===== src/rtl/cfg_reg_pkg.sv =====
// Shared definitions for the watchdog configuration bank: register offsets,
// lock-FSM state type and STATUS / SERVICE bit positions.
package cfg_reg_pkg;

    // Channel register select (low two address bits when ABUS MSB is 0)
    localparam int unsigned SelFwlen   = 0;
    localparam int unsigned SelSwlen   = 1;
    localparam int unsigned SelService = 2;
    localparam int unsigned SelRstLmt  = 3;

    // Global register offsets (ABUS MSB is 1)
    localparam int unsigned GlbOffKey    = 0;
    localparam int unsigned GlbOffStatus = 1;

    // STATUS register bit positions
    localparam int unsigned StatusLockedBit = 0;
    localparam int unsigned StatusWerrBit   = 1;

    // SERVICE register bit positions
    localparam int unsigned SrvcFlstatLsb = 0;
    localparam int unsigned SrvcPulseBit  = 3;
    localparam int unsigned SrvcInitBit   = 4;

    // Lock sequencer states
    typedef enum logic [1:0] {
        StUnlocked = 2'd0,
        StLocked   = 2'd1,
        StKey1     = 2'd2
    } lock_state_e;

endpackage


===== src/rtl/cfg_lock_fsm.sv =====
// Key-sequence write lock for the watchdog configuration bank.
// Only KEY writes advance it, except in KEY1 where any write aborts the unlock.
module cfg_lock_fsm
    import cfg_reg_pkg::*;
#(
    parameter int unsigned DW          = 8,
    parameter bit          LOCK_AT_RST = 1'b0,
    parameter logic [7:0]  LOCK_KEY    = 8'hA5,
    parameter logic [7:0]  UNLK_KEY1   = 8'h55,
    parameter logic [7:0]  UNLK_KEY2   = 8'hAA
) (
    input  logic          clk_i,
    input  logic          rst_ni,
    input  logic          wren_i,
    input  logic          key_wr_i,
    input  logic [DW-1:0] wdata_i,
    output logic          locked_o,
    output logic          wr_allow_o,
    output logic          key_err_o
);

    localparam lock_state_e RstState = LOCK_AT_RST ? StLocked : StUnlocked;

    lock_state_e state_q, state_d;
    logic        locked_q;

    // Next-state decode and same-cycle key error pulse
    always_comb begin
        state_d   = state_q;
        key_err_o = 1'b0;
        case (state_q)
            StUnlocked: begin
                if (key_wr_i && (wdata_i == DW'(LOCK_KEY))) begin
                    state_d = StLocked;
                end
            end
            StLocked: begin
                if (key_wr_i) begin
                    if (wdata_i == DW'(UNLK_KEY1)) begin
                        state_d = StKey1;
                    end else begin
                        key_err_o = 1'b1;
                    end
                end
            end
            StKey1: begin
                // The second key must be the very next write of any kind
                if (wren_i) begin
                    if (key_wr_i && (wdata_i == DW'(UNLK_KEY2))) begin
                        state_d = StUnlocked;
                    end else begin
                        state_d   = StLocked;
                        key_err_o = 1'b1;
                    end
                end
            end
            default: state_d = RstState;
        endcase
    end

    // State register with registered lock flag
    always_ff @(posedge clk_i or negedge rst_ni) begin
        if (!rst_ni) begin
            state_q  <= RstState;
            locked_q <= LOCK_AT_RST;
        end else begin
            state_q  <= state_d;
            locked_q <= (state_d != StUnlocked);
        end
    end

    assign locked_o   = locked_q;
    assign wr_allow_o = ~locked_q;

endmodule


===== src/rtl/watchdog_config_bank.sv =====
// Multi-channel configuration register bank for the windowed watchdog.
// Optional feature: define CFG_PARITY_EN to store an even-parity bit per register
// and raise a sticky PERR on any mismatch.
module watchdog_config_bank
    import cfg_reg_pkg::*;
#(
    parameter int unsigned NUM_CH      = 4,
    parameter int unsigned DW          = 8,
    parameter bit          LOCK_AT_RST = 1'b0,
    parameter logic [7:0]  LOCK_KEY    = 8'hA5,
    parameter logic [7:0]  UNLK_KEY1   = 8'h55,
    parameter logic [7:0]  UNLK_KEY2   = 8'hAA,
    localparam int unsigned CW         = $clog2(NUM_CH),
    localparam int unsigned AW         = CW + 3
) (
    input  logic                 CLK,
    input  logic                 RST_N,
    input  logic                 WREN,
    input  logic                 REN,
    input  logic [AW-1:0]        ABUS,
    input  logic [DW-1:0]        DBUS,
    output logic [DW-1:0]        RDATA,
    output logic                 RVALID,
    output logic [NUM_CH*DW-1:0] FWLEN,
    output logic [NUM_CH*DW-1:0] SWLEN,
    output logic [NUM_CH*DW-1:0] RST_LMT,
    output logic [NUM_CH-1:0]    WDSRVC,
    output logic [NUM_CH-1:0]    INIT,
    output logic [NUM_CH*3-1:0]  FLSTAT,
    output logic                 LOCKED,
    output logic                 WERR,
    output logic                 PERR
);

    // Address decode
    logic          a_glb;
    logic [CW-1:0] a_ch;
    logic [1:0]    a_sel;
    logic [AW-2:0] a_off;

    assign a_glb = ABUS[AW-1];
    assign a_ch  = ABUS[AW-2:2];
    assign a_sel = ABUS[1:0];
    assign a_off = ABUS[AW-2:0];

    logic ch_wr, key_wr, stat_wr;

    assign ch_wr   = WREN & ~a_glb;
    assign key_wr  = WREN & a_glb & (a_off == (AW-1)'(GlbOffKey));
    assign stat_wr = WREN & a_glb & (a_off == (AW-1)'(GlbOffStatus));

    logic wr_allow, key_err;

    cfg_lock_fsm #(
        .DW          (DW),
        .LOCK_AT_RST (LOCK_AT_RST),
        .LOCK_KEY    (LOCK_KEY),
        .UNLK_KEY1   (UNLK_KEY1),
        .UNLK_KEY2   (UNLK_KEY2)
    ) u_lock (
        .clk_i      (CLK),
        .rst_ni     (RST_N),
        .wren_i     (WREN),
        .key_wr_i   (key_wr),
        .wdata_i    (DBUS),
        .locked_o   (LOCKED),
        .wr_allow_o (wr_allow),
        .key_err_o  (key_err)
    );

    // Register storage
    logic [DW-1:0]     fwlen_q   [NUM_CH];
    logic [DW-1:0]     fwlen_d   [NUM_CH];
    logic [DW-1:0]     swlen_q   [NUM_CH];
    logic [DW-1:0]     swlen_d   [NUM_CH];
    logic [DW-1:0]     rst_lmt_q [NUM_CH];
    logic [DW-1:0]     rst_lmt_d [NUM_CH];
    logic [2:0]        flstat_q  [NUM_CH];
    logic [2:0]        flstat_d  [NUM_CH];
    logic [NUM_CH-1:0] init_q, init_d;
    logic [NUM_CH-1:0] srvc_q, srvc_d;
    logic              werr_q, werr_d;
    logic [DW-1:0]     rdata_q, rdata_d;
    logic              rvalid_q, rvalid_d;
    logic [DW-1:0]     rd_val;

    // Channel register updates and service pulse request
    always_comb begin
        for (int i = 0; i < NUM_CH; i++) begin
            fwlen_d[i]   = fwlen_q[i];
            swlen_d[i]   = swlen_q[i];
            rst_lmt_d[i] = rst_lmt_q[i];
            flstat_d[i]  = flstat_q[i];
            init_d[i]    = init_q[i];
            srvc_d[i]    = 1'b0;
            if (ch_wr && wr_allow && (a_ch == CW'(i))) begin
                unique case (a_sel)
                    2'(SelFwlen):   fwlen_d[i]   = DBUS;
                    2'(SelSwlen):   swlen_d[i]   = DBUS;
                    2'(SelService): begin
                        flstat_d[i] = DBUS[SrvcFlstatLsb +: 3];
                        init_d[i]   = DBUS[SrvcInitBit];
                        srvc_d[i]   = DBUS[SrvcPulseBit];
                    end
                    2'(SelRstLmt):  rst_lmt_d[i] = DBUS;
                endcase
            end
        end
    end

    // Sticky write error: a new error wins over a same-cycle clear
    always_comb begin
        werr_d = werr_q;
        if (stat_wr && DBUS[StatusWerrBit]) begin
            werr_d = 1'b0;
        end
        if (key_err || (ch_wr && !wr_allow)) begin
            werr_d = 1'b1;
        end
    end

    // Readback mux sampled on REN; reflects pre-write contents
    always_comb begin
        rd_val = '0;
        if (!a_glb) begin
            unique case (a_sel)
                2'(SelFwlen):   rd_val = fwlen_q[a_ch];
                2'(SelSwlen):   rd_val = swlen_q[a_ch];
                2'(SelService): begin
                    rd_val[SrvcFlstatLsb +: 3] = flstat_q[a_ch];
                    rd_val[SrvcInitBit]        = init_q[a_ch];
                end
                2'(SelRstLmt):  rd_val = rst_lmt_q[a_ch];
            endcase
        end else if (a_off == (AW-1)'(GlbOffStatus)) begin
            rd_val[StatusLockedBit] = LOCKED;
            rd_val[StatusWerrBit]   = werr_q;
        end
        rdata_d  = REN ? rd_val : rdata_q;
        rvalid_d = REN;
    end

    // State registers
    always_ff @(posedge CLK or negedge RST_N) begin
        if (!RST_N) begin
            for (int i = 0; i < NUM_CH; i++) begin
                fwlen_q[i]   <= '0;
                swlen_q[i]   <= '0;
                rst_lmt_q[i] <= '0;
                flstat_q[i]  <= '0;
            end
            init_q   <= '0;
            srvc_q   <= '0;
            werr_q   <= 1'b0;
            rdata_q  <= '0;
            rvalid_q <= 1'b0;
        end else begin
            for (int i = 0; i < NUM_CH; i++) begin
                fwlen_q[i]   <= fwlen_d[i];
                swlen_q[i]   <= swlen_d[i];
                rst_lmt_q[i] <= rst_lmt_d[i];
                flstat_q[i]  <= flstat_d[i];
            end
            init_q   <= init_d;
            srvc_q   <= srvc_d;
            werr_q   <= werr_d;
            rdata_q  <= rdata_d;
            rvalid_q <= rvalid_d;
        end
    end

    // Output packing, channel 0 at the LSBs
    for (genvar g = 0; g < NUM_CH; g++) begin : g_pack
        assign FWLEN[g*DW +: DW]   = fwlen_q[g];
        assign SWLEN[g*DW +: DW]   = swlen_q[g];
        assign RST_LMT[g*DW +: DW] = rst_lmt_q[g];
        assign FLSTAT[g*3 +: 3]    = flstat_q[g];
    end

    assign INIT   = init_q;
    assign WDSRVC = srvc_q;
    assign WERR   = werr_q;
    assign RDATA  = rdata_q;
    assign RVALID = rvalid_q;

`ifdef CFG_PARITY_EN
    logic [NUM_CH-1:0] fw_par_q, sw_par_q, rl_par_q, sv_par_q;
    logic              perr_q, par_bad;

    // Recompute parity of every stored register and compare with the stored bit
    always_comb begin
        par_bad = 1'b0;
        for (int i = 0; i < NUM_CH; i++) begin
            par_bad = par_bad | ((^fwlen_q[i]) ^ fw_par_q[i]);
            par_bad = par_bad | ((^swlen_q[i]) ^ sw_par_q[i]);
            par_bad = par_bad | ((^rst_lmt_q[i]) ^ rl_par_q[i]);
            par_bad = par_bad | ((^{init_q[i], flstat_q[i]}) ^ sv_par_q[i]);
        end
    end

    // Parity bits written alongside the data; PERR clears only on reset
    always_ff @(posedge CLK or negedge RST_N) begin
        if (!RST_N) begin
            fw_par_q <= '0;
            sw_par_q <= '0;
            rl_par_q <= '0;
            sv_par_q <= '0;
            perr_q   <= 1'b0;
        end else begin
            for (int i = 0; i < NUM_CH; i++) begin
                fw_par_q[i] <= ^fwlen_d[i];
                sw_par_q[i] <= ^swlen_d[i];
                rl_par_q[i] <= ^rst_lmt_d[i];
                sv_par_q[i] <= ^{init_d[i], flstat_d[i]};
            end
            perr_q <= perr_q | par_bad;
        end
    end

    assign PERR = perr_q;
`else
    assign PERR = 1'b0;
`endif

endmodule

===== config.mk =====
export PLATFORM = sky130hd
export DESIGN_NAME = watchdog_config_bank
export DESIGN_NICKNAME = d
export VERILOG_FILES = /design/src/rtl/cfg_reg_pkg.sv /design/src/rtl/cfg_lock_fsm.sv /design/src/rtl/watchdog_config_bank.sv
export SDC_FILE = /design/constraint.sdc
export NUM_CORES = 1
export LEC_CHECK = 0
export CORE_MARGIN = 3
export CORE_UTILIZATION = 25
export DETAILED_ROUTE_END_ITERATION = 6
export SYNTH_ARGS = -nofsm -noshare
export SYNTH_HDL_FRONTEND = slang
export SYNTH_HIERARCHICAL = 1
export SYNTH_SLANG_ARGS = --single-unit

===== constraint.sdc =====
create_clock -name CLK -period 2.25 [get_ports CLK]
set_clock_uncertainty 0.05 [all_clocks]
set_input_delay 0.3375 -clock CLK [delete_from_list [all_inputs] [get_ports CLK]]
set_output_delay 0.3375 -clock CLK [all_outputs]
set_load 0.005 [all_outputs]

==> Word level (Yosys, flattened, before mapping) <==
Cells that the tools add are included.
{ "totals": {"reg_bits": 129, "input_bits": 17, "out_inout_bits": 128, "wordCells": 118} }
{ "op_classes": {"n_lt_le_gt_ge": 2, "eq_ne": 12, "n_mux": 39, "n_bitwise": 7, "n_reduce_logical": 32} }
{ "ops": {"columns": ["cell", "n"], "rows": [
  ["binary-select mux 8 bit (select 2 bit)", 3],
  ["two-way mux 8 bit", 6],
  ["AND reduction 2 bit", 16],
  ["== test 8 bit (second input constant)", 2],
  ["two-way mux 1 bit", 13],
  ["two-way mux 2 bit", 6],
  ["case mux 3 bit (4 select lines)", 1],
  ["== test 2 bit (second input constant)", 5],
  ["logical AND 1 bit", 9],
  ["case mux 3 bit (3 select lines)", 1],
  ["== test 8 x 7 -> 1 bit (second input constant)", 1],
  ["binary-select mux 3 bit (select 2 bit)", 1],
  ["== test 2 x 1 -> 1 bit (second input constant)", 3],
  ["logical NOT 2 bit", 3],
  ["two-way mux 3 bit", 2],
  ["two-way mux 6 bit", 1],
  ["case mux 2 bit (3 select lines)", 1],
  ["AND 1 bit", 4],
  ["== test 4 x 1 -> 1 bit (second input constant)", 1],
  ["logical NOT 4 bit", 1],
  ["case mux 1 bit (4 select lines)", 1],
  ["nonzero test 2 bit", 2],
  ["greater-or-equal comparator 3 bit (second input constant)", 1],
  ["less-than comparator 2 x 3 -> 1 bit (second input constant)", 1],
  ["other kinds (6)", 7]
]} }

==> Depth between registers and ports, before layout <==
{ "logic_depth": {"word_depth": 8, "ltp_mapped": 7, "mapped_depth_nobuf": 6} }

==> By module <==
Netlist, hierarchy kept.
{ "by_module_without_submodules": {"columns": ["mod", "instances", "cells_per_inst", "area_per_inst_um2", "seq_area_each_um2"], "rows": [
  ["watchdog_config_bank", 1, 396, 5903.2, 3153.0],
  ["cfg_lock_fsm", 1, 33, 314.1, 75.1]
]} }

==> Least setup slack after synthesis <==
Ideal clock, no wire load.
{ "synth_path": {"kind": "input-to-reg", "from": "input port ABUS[1]", "to": "register werr_q (netlist: WERR)", "setup_time_ns": 0.124, "t_arrival_ns": 1.789, "required_ns": 2.076, "path_slack_ns": 0.287, "path_stages": 7, "path_buffers": 1, "cell_sequence": "clkbuf_8 nor2_1 and4_2 nand4b_1 o31a_1 o21a_1 a211o_1"} }
{ "synth_between": {"elab_chain_len": 8, "elab_cells_between_ends": 13, "cone_classes": "1 x eq/ne; 5 x mux; 2 x bitwise; 5 x reduce/logical"} }
{ "synth_rtl": {"columns": ["item", "line_no", "rtl"], "rows": [
  ["from (decl)", "watchdog_config_bank.sv:20", "input logic [AW-1:0] ABUS,"],
  ["logical NOT 4 bit (*)", "watchdog_config_bank.sv:49", "assign key_wr = WREN & a_glb & (a_off == (AW-1)'(GlbOffKey));"],
  ["AND 1 bit (*)", "watchdog_config_bank.sv:49", null],
  ["named net key_wr", "watchdog_config_bank.sv:46", "logic ch_wr, key_wr, stat_wr;"],
  ["logical AND 1 bit", "cfg_lock_fsm.sv:49", "if (key_wr_i && (wdata_i == DW'(UNLK_KEY2))) begin"],
  ["two-way mux 1 bit", "cfg_lock_fsm.sv:49", null],
  ["two-way mux 1 bit", "cfg_lock_fsm.sv:48", "if (wren_i) begin"],
  ["case mux 1 bit (2 select lines) (*)", "cfg_lock_fsm.sv:31", "case (state_q)"],
  ["named net key_err", "watchdog_config_bank.sv:52", "logic wr_allow, key_err;"],
  ["logical OR 1 bit (*)", "watchdog_config_bank.sv:117", "if (key_err || (ch_wr && !wr_allow)) begin"],
  ["two-way mux 1 bit / nonzero test 2 bit (equally long branches)", null, null],
  ["to (signal assigned)", "watchdog_config_bank.sv:166", "werr_q <= werr_d;"],
  ["to (decl)", "watchdog_config_bank.sv:82", "logic werr_q, werr_d;"]
]} }
Mark *: on every way through the listed nets, which the timed path passes. The rest lies on a longest branch.
A chain may end at the register's enable or synchronous reset.

==> Final worst setup path <==
{ "layout_path": {"from": "input port ABUS[2]", "to": "register u_lock.locked_q (netlist: u_lock/locked_o)"} }
{ "layout_between": {"elab_chain_len": 7, "elab_cells_between_ends": 10, "cone_classes": "5 x mux; 1 x bitwise; 4 x reduce/logical"} }
{ "layout_rtl": {"columns": ["item", "line_no", "rtl"], "rows": [
  ["logical NOT 4 bit (*)", "watchdog_config_bank.sv:49", null],
  ["AND 1 bit (*)", "watchdog_config_bank.sv:49", null],
  ["named net key_wr", "watchdog_config_bank.sv:46", null],
  ["logical AND 1 bit", "cfg_lock_fsm.sv:49", null],
  ["two-way mux 1 bit", "cfg_lock_fsm.sv:49", null],
  ["two-way mux 2 bit", "cfg_lock_fsm.sv:48", null],
  ["case mux 2 bit (3 select lines) (*)", "cfg_lock_fsm.sv:31", null],
  ["nonzero test 2 bit (*)", "cfg_lock_fsm.sv:68", "locked_q <= (state_d != StUnlocked);"],
  ["to (signal assigned)", "cfg_lock_fsm.sv:68", null],
  ["to (decl)", "cfg_lock_fsm.sv:25", "logic locked_q;"]
]} }
Marked as above.

==> flow_summary.ini <==
[status]
outcome = finished clean

[finish]
area_growth_pct = 43.9
final_common_cell = clkdlybuf4s50_1
layout.cells.non_filler = 946
mostFrequentLayoutCells = 141 x clkdlybuf4s50_1, 129 x dfrtp_1, 114 x mux2_2
fin_util = 0.367
nNetsFinal = 630
design_area_um2 = 8950
diodes = 0
drive_gt1_frac = 0.349
nFillCells = 2343

[floorplanning]
die_h_um = 164
num_rows = 57
core_um2 = 24400
initial_core_util = 0.255
dieArea_um2 = 26800
die_w_um = 164
ioPinCount = 145

[sta]
fmax_mhz = 487
finalCritPeriodShare = 0.912
holdWs_ns = 0.380
rsz0062_at_grt = false
setup_viol = 0
timing.slew.headroom = 0.633
hold_viol = 0
drv_slew = 0
fin_crit_ns = 2.05
worst_pin_slew_ns = 0.550

[drt]
wl_met2_mm = 10.1
highest_layer = met4
vias_per_cell = 4.71
wl_per_cell_um = 21.5
drtPass1Iterations = 4
wl_met3_mm = 1.57
num_vias = 4451
drt_iter0_markers = 208
m1WireLength_mm = 8.54
ant_nets = 0
drc_errors = 0
wirelength_mm = 20.4

[pwr]
p_sw_mw = 2.06
power.internal_mw = 5.97
powerDensity_nw_per_um2 = 898
leakage_nw = 3.88
pwr-share-seq = 0.384
finalPower_mw = 8.03
p_sw_frac = 0.257
p_comb_frac = 0.231
p_clk_frac = 0.385
vdd_drop_max_mv = 0.449

[synthesis]
ys.flop_type = dfrtp_1
synth_seq_cells = 129
synth_cell_types = 58
synth_nets = 450
syn_inst = 429
yosys-top-cells-area = dfrtp_1 52%, mux2_2 21%, mux4_1 4.2%
async_flop_share = 1.00
synth_top_cell_area_share = 0.519
synth_largest_area_cell = dfrtp_1
seq_area_frac_synth = 0.519
syn_area_per_cell_um2 = 14.5
ys.warnings.count = 6
synth_edf_count = 0
syn_area_um2 = 6220

[setup_path]
r2r-start = u_lock/locked_o
endpoint = u_lock/locked_o
critical_path_class = in -> reg
r2r_setup_slack_ns = 0.41
ff2ff_path_depth = 6
crit_start = ABUS[2]
rr_endpoint = FWLEN[11]
cp_data_required_time_ns = 2.53
start_kind = input port
end_kind = flop
path_max_fanout = 4
critical_path_arrival_ns = 2.33

[place]
dp_hpwl_mm = 15.4
io_buffers = 143
dp_cells = 913
gp_congestion = 0.805
placed_cell_area_um2 = 8280

[clocking]
cts_buffers = 17
clk_pin_slew_ns = 0.06
cts_max_level = 4
cts-root-buf = clkbuf_16
cts_tree = yes
clk_latency_ns = 0.42
clockBufferDepth = 2
clock-sinks = 129
post_cts_resized = 0

[run]
drv_cap = 0

[global_route]
track_usage = 0.156
grt_pass1_vias = 4866
grt_first_pass_wirelength_mm = 30.8
antenna_found_initial = 0
gr-total-overflow = 0
grt_start_max_net_pins = 39

[min_path]
worstHoldPathType = in -> reg
metal layers:
| layer | up-vias | GRT usage |
|---|---|---|
| met5 | - | 0 |
| met2 | 159 | 0.260 |
| met1 | 2295 | 0.198 |
| met4 | 0 | 0.0350 |
| li1 | 1976 | - |
| met3 | 21 | 0.0525 |
through the flow:
stage                     setup TNS, ns  setup slack [ns]
after floorplan                       0             0.287
after global placement           -0.298            -0.132
after detailed placement         -0.609            -0.156
after CTS                             0             0.275
after global routing                  0             0.152
final                                 0             0.199
critical path, cell delays in order:
cell,delay (ns)
clkdlybuf4s50_1,0.49
nor2_1,0.18
and4_2,0.29
nand4b_1,0.16
buf_4,0.18
o31ai_1,0.34
a21oi_1,0.16
o211ai_1,0.20
worst min path at each step:
stage	start	endpoint	slack, ns	cells past startpoint
floorplan	RST_N	FLSTAT[0]	-0.008	0
finish	ABUS[3]	WDSRVC[2]	0.38	3
CTS	ABUS[3]	WDSRVC[2]	0.36	3
global placement	RST_N	u_lock/locked_o	0.30	1
global route	ABUS[3]	WDSRVC[2]	0.39	3
detailed placement	RST_N	u_lock/locked_o	0.31	1
layout make-up:
cell class | count | area, um^2 | area share
inverters | 11 | 41.3 | 0.00462
well taps | 324 | 405 | 0.0453
flip-flops and latches | 129 | 3230 | 0.361
multi-input cells | 265 | 2740 | 0.307
clock inverters | 12 | 204 | 0.0228
repair buffers | 185 | 1870 | 0.209
clock buffers | 20 | 457 | 0.0510
power groups by stage:
stage	sequential (mW)	clock, mW	combinational, mW
global route	3.13	3.26	2.00
floorplan	3.05	0	0.665
global placement	3.09	0	1.87
finish	3.08	3.09	1.86
detailed placement	3.11	0	1.89
CTS	3.08	3.14	1.91
Yosys cell counts (3+ instances only):
library cell     n
nor2b_1          7
nand3_1          7
mux4_1          10
ha_1             4
inv_1           11
a221o_1          3
mux4_2           7
mux2_2         114
dlygate4sd1_1    8
o21ai_0          3
buf_4            5
nand2b_1         4
mux2i_1         21
nand2_1          4
dfrtp_1        129
a22oi_1          3
nor2_2           4
a21oi_1          6
nor2_1          11
nand2_2          5
o221ai_1         6
buf_2            3
buf_6            4
cells by family (layout without fill, tap and decap cells):
family | after synthesis | after routing | share of synthesized area
flops | 129 | 129 | 0.519
other cells | 1 | 1 | 0.000603
mux | 154 | 154 | 0.312
simple gates | 67 | 67 | 0.0741
fa+ha+maj | 4 | 4 | 0.00805
buf+inv | 35 | 228 | 0.0394
compound gates | 39 | 39 | 0.0471
what timing repair did:
item | 4_1_cts | 5_1_grt
hold buffers | 1 | 0
buffers inserted | 0 | 0
hold endpoints to repair | 35 | 0
endpoints found under the setup margin | 0 | 0
state kept, by name, indices dropped and copies added (netlist names):
signal           flops
RVALID               1
RDATA                8
WERR                 1
u_lock/locked_o      1
FWLEN               32
u_lock/state_q       2
SWLEN               32
FLSTAT              12
INIT                 4
WDSRVC               4
RST_LMT             32
Note: power is estimated with default switching activity, not from simulation.
==> edit, RTL diff (config.mk and constraints unchanged) <==
`DW` is set to 8 in 2 places; all go to 10.
--- a/src/rtl/cfg_lock_fsm.sv
+++ b/src/rtl/cfg_lock_fsm.sv
@@ -3,7 +3,7 @@
 module cfg_lock_fsm
     import cfg_reg_pkg::*;
 #(
-    parameter int unsigned DW          = 8,
+    parameter int unsigned DW          = 10,
     parameter bit          LOCK_AT_RST = 1'b0,
     parameter logic [7:0]  LOCK_KEY    = 8'hA5,
     parameter logic [7:0]  UNLK_KEY1   = 8'h55,
--- a/src/rtl/watchdog_config_bank.sv
+++ b/src/rtl/watchdog_config_bank.sv
@@ -5,7 +5,7 @@
     import cfg_reg_pkg::*;
 #(
     parameter int unsigned NUM_CH      = 4,
-    parameter int unsigned DW          = 8,
+    parameter int unsigned DW          = 10,
     parameter bit          LOCK_AT_RST = 1'b0,
     parameter logic [7:0]  LOCK_KEY    = 8'hA5,
     parameter logic [7:0]  UNLK_KEY1   = 8'h55,
Interface: changed (5 resized); port bits go from 145 to 173. The function was not compared with the original's and may differ.
==> edit against the original RTL <==
Count of clock-buffer cells in the layout is 2 lower; synthesized area rose by 18%; design area increased by 18%; global-route usage up 0.59 points; die area is 17% higher; power is 10% higher; largest cell class unchanged; largest power group is now sequential cells; worst hold slack improved by 26 ps; fmax is 0.74% higher; routed wire length up 24%; sequential cell count increased by 26; final cell count up 20%; worst setup slack better by 15 ps.
==> edit: results (changes against the original RTL) <==
stage,metric,value,unit,change
worst_setup_path,Reg-to-Reg Start,u_lock/locked_o,,
worst_setup_path,crit path from,ABUS[4],,
yosys,syn nets,526,,+17%
global_route,Global Route Usage Sum,0.1622,,+0.005885
power,Leak,4.646,nW,+20%
detailed_routing,drt first pass iters,5,,+1
detailed_routing,WL met2,12080,um,+20%
cts,CTS Hold Bufs,1,,unchanged
worst_setup_path,CP peak stage delay,470,ps,-20 ps
worst_setup_path,R2R Setup Slk,350,ps,-60 ps
power,Worst VDD drop,0.3574,mV,-20%
yosys,async set-reset flop share out of synthesis,1.000,,unchanged
worst_setup_path,worst r2r path cells,6,,unchanged
detailed_routing,met3 routed WL,1589,um,+1.1%
cts,setup repair bufs after CTS,0,,unchanged
detailed_routing,Top Layer Used,met4,,
worst_setup_path,crit path max fanout,4,,unchanged
status,status,"complete, no violations",,
global_route,GRT met2 Usage,0.2582,,-0.002016
cts,htree depth,4,,unchanged
detailed_routing,DRT iter0 DRCs,313,,+50%
yosys,adder-cell area share of the yosys netlist,0.006821,,-0.001229
final_layout,ratio of cells with drive above 1 in the final layout,0.3861,,+0.03718
cts,cts repair resizes,0,,unchanged
place,IO Port Bufs,171,,+20%
detailed_routing,WL final,25240,um,+24%
worst_setup_path,Crit path max-delay family,simple AND/OR/NAND/NOR gates,,
cts,root buffer cell,clkbuf_16,,
cts,Max Root-Sink Buffers,2,,unchanged
global_route,GRT met1 Usage,0.2182,,+0.02066
yosys,Yosys cell types,55,,-5.2%
cts,clk slew on worst S/H paths,70,ps,
yosys,Area contributors post-synth,"dfrtp_1, mux2_2, mux4_2",,
timing,final hold viol count,0,,unchanged
global_route,first-pass GRT wire length,36890,um,+20%
timing,final hold slack,406.4,ps,+26.13 ps
yosys,xor-xnor portion of the synthesized cell area,0,,unchanged
yosys,synth cell count leaders,"dfrtp_1, mux2_2, mux2i_1",,
yosys,"Seq/Total Area, Yosys",0.5286,,+0.009430
global_route,pin count of the biggest net entering global routing,53,,+36%
global_route,met3 usage,0.05049,,-0.001967
yosys,post-synthesis mux area share,0.3288,,+0.01725
place,gpl congestion,0.7824,,-2.8%
place,post-place setup slack,-208.0,ps,-52.13 ps
final_layout,fin nets,756,,+20%
min_path,Hold Path Class,input port to asynchronous set/reset pin,,
worst_setup_path,CP max-delay cell,clkdlybuf4s50_1,,
worst_setup_path,R2R Path End,FWLEN[27],,
yosys,Compound-Gate Fraction of Synth Area,0.04229,,-0.004800
detailed_routing,routed vias,5266,,+18%
detailed_routing,DRT met1 WL,11280,um,+32%
worst_setup_path,Worst Path Arrival,2280,ps,-50 ps
yosys,Ys Warns,6,,unchanged
timing,slew of the pin with the lowest slew margin,559.0,ps,+9.216 ps
global_route,vias in the first global route,5550,,+14%
place,post-DP HPWL,18640,um,+21%
edit: changes by cell type in the layout (fill, tap and decap cells not counted), moves of 8 or more:
cell	delta
buf_4	+25
clkdlybuf4s50_1	+27
dfrtp_1	+26
mux2_2	+12
mux2_4	+10
mux4_1	-10
mux4_2	+17
nand2_1	+8
edit: through the flow:
step / cells / setup TNS (ps) / area (um^2) / power [mW] / util
floorplan: 503 / 0 / 7337 / 4.513 / -
global placement: 1097 / -4479 / 9991 / 6.014 / 0.3471
detailed placement: 1097 / -5060 / 9991 / 6.043 / 0.3471
CTS: 1130 / 0 / 10590 / 8.984 / 0.3680
global route: 1130 / 0 / 10590 / 9.283 / 0.3680
finish: 1131 / 0 / 10590 / 8.866 / 0.3681
edit: power breakdown:
part / switching, mW / internal (mW)
Combinational: 0.749 / 1.50
Clock: 1.24 / 1.66
Sequential: 0.431 / 3.29
edit: layout make-up:
type | count | area, um^2
fill | 2814 | 18190
sequential | 155 | 3879
multi-input combinational | 306 | 3232
timing repair buffer | 240 | 2361
tap | 384 | 480.5
clock buffer | 18 | 429.2
clock inverter | 14 | 160.2
inverter | 13 | 48.80
antenna | 1 | 2.502
edit: logic make-up after synthesis:
kind of cell / after synthesis
AO/OA/AOI/OAI: 42
AND/OR/NAND/NOR: 69
flip-flops: 155
other: 1
adder cells (fa/ha/maj): 4
multiplexers: 190
buffers and inverters: 42
edit: worst max-delay path by stage:
stage | cells past startpoint | to | slack, ps
after floorplan | 9 | WERR | 250
after global placement | 8 | u_lock/locked_o | -160
after detailed placement | 8 | u_lock/locked_o | -210
after CTS | 8 | u_lock/locked_o | 240
after global routing | 8 | u_lock/locked_o | 150
final | 8 | u_lock/locked_o | 210
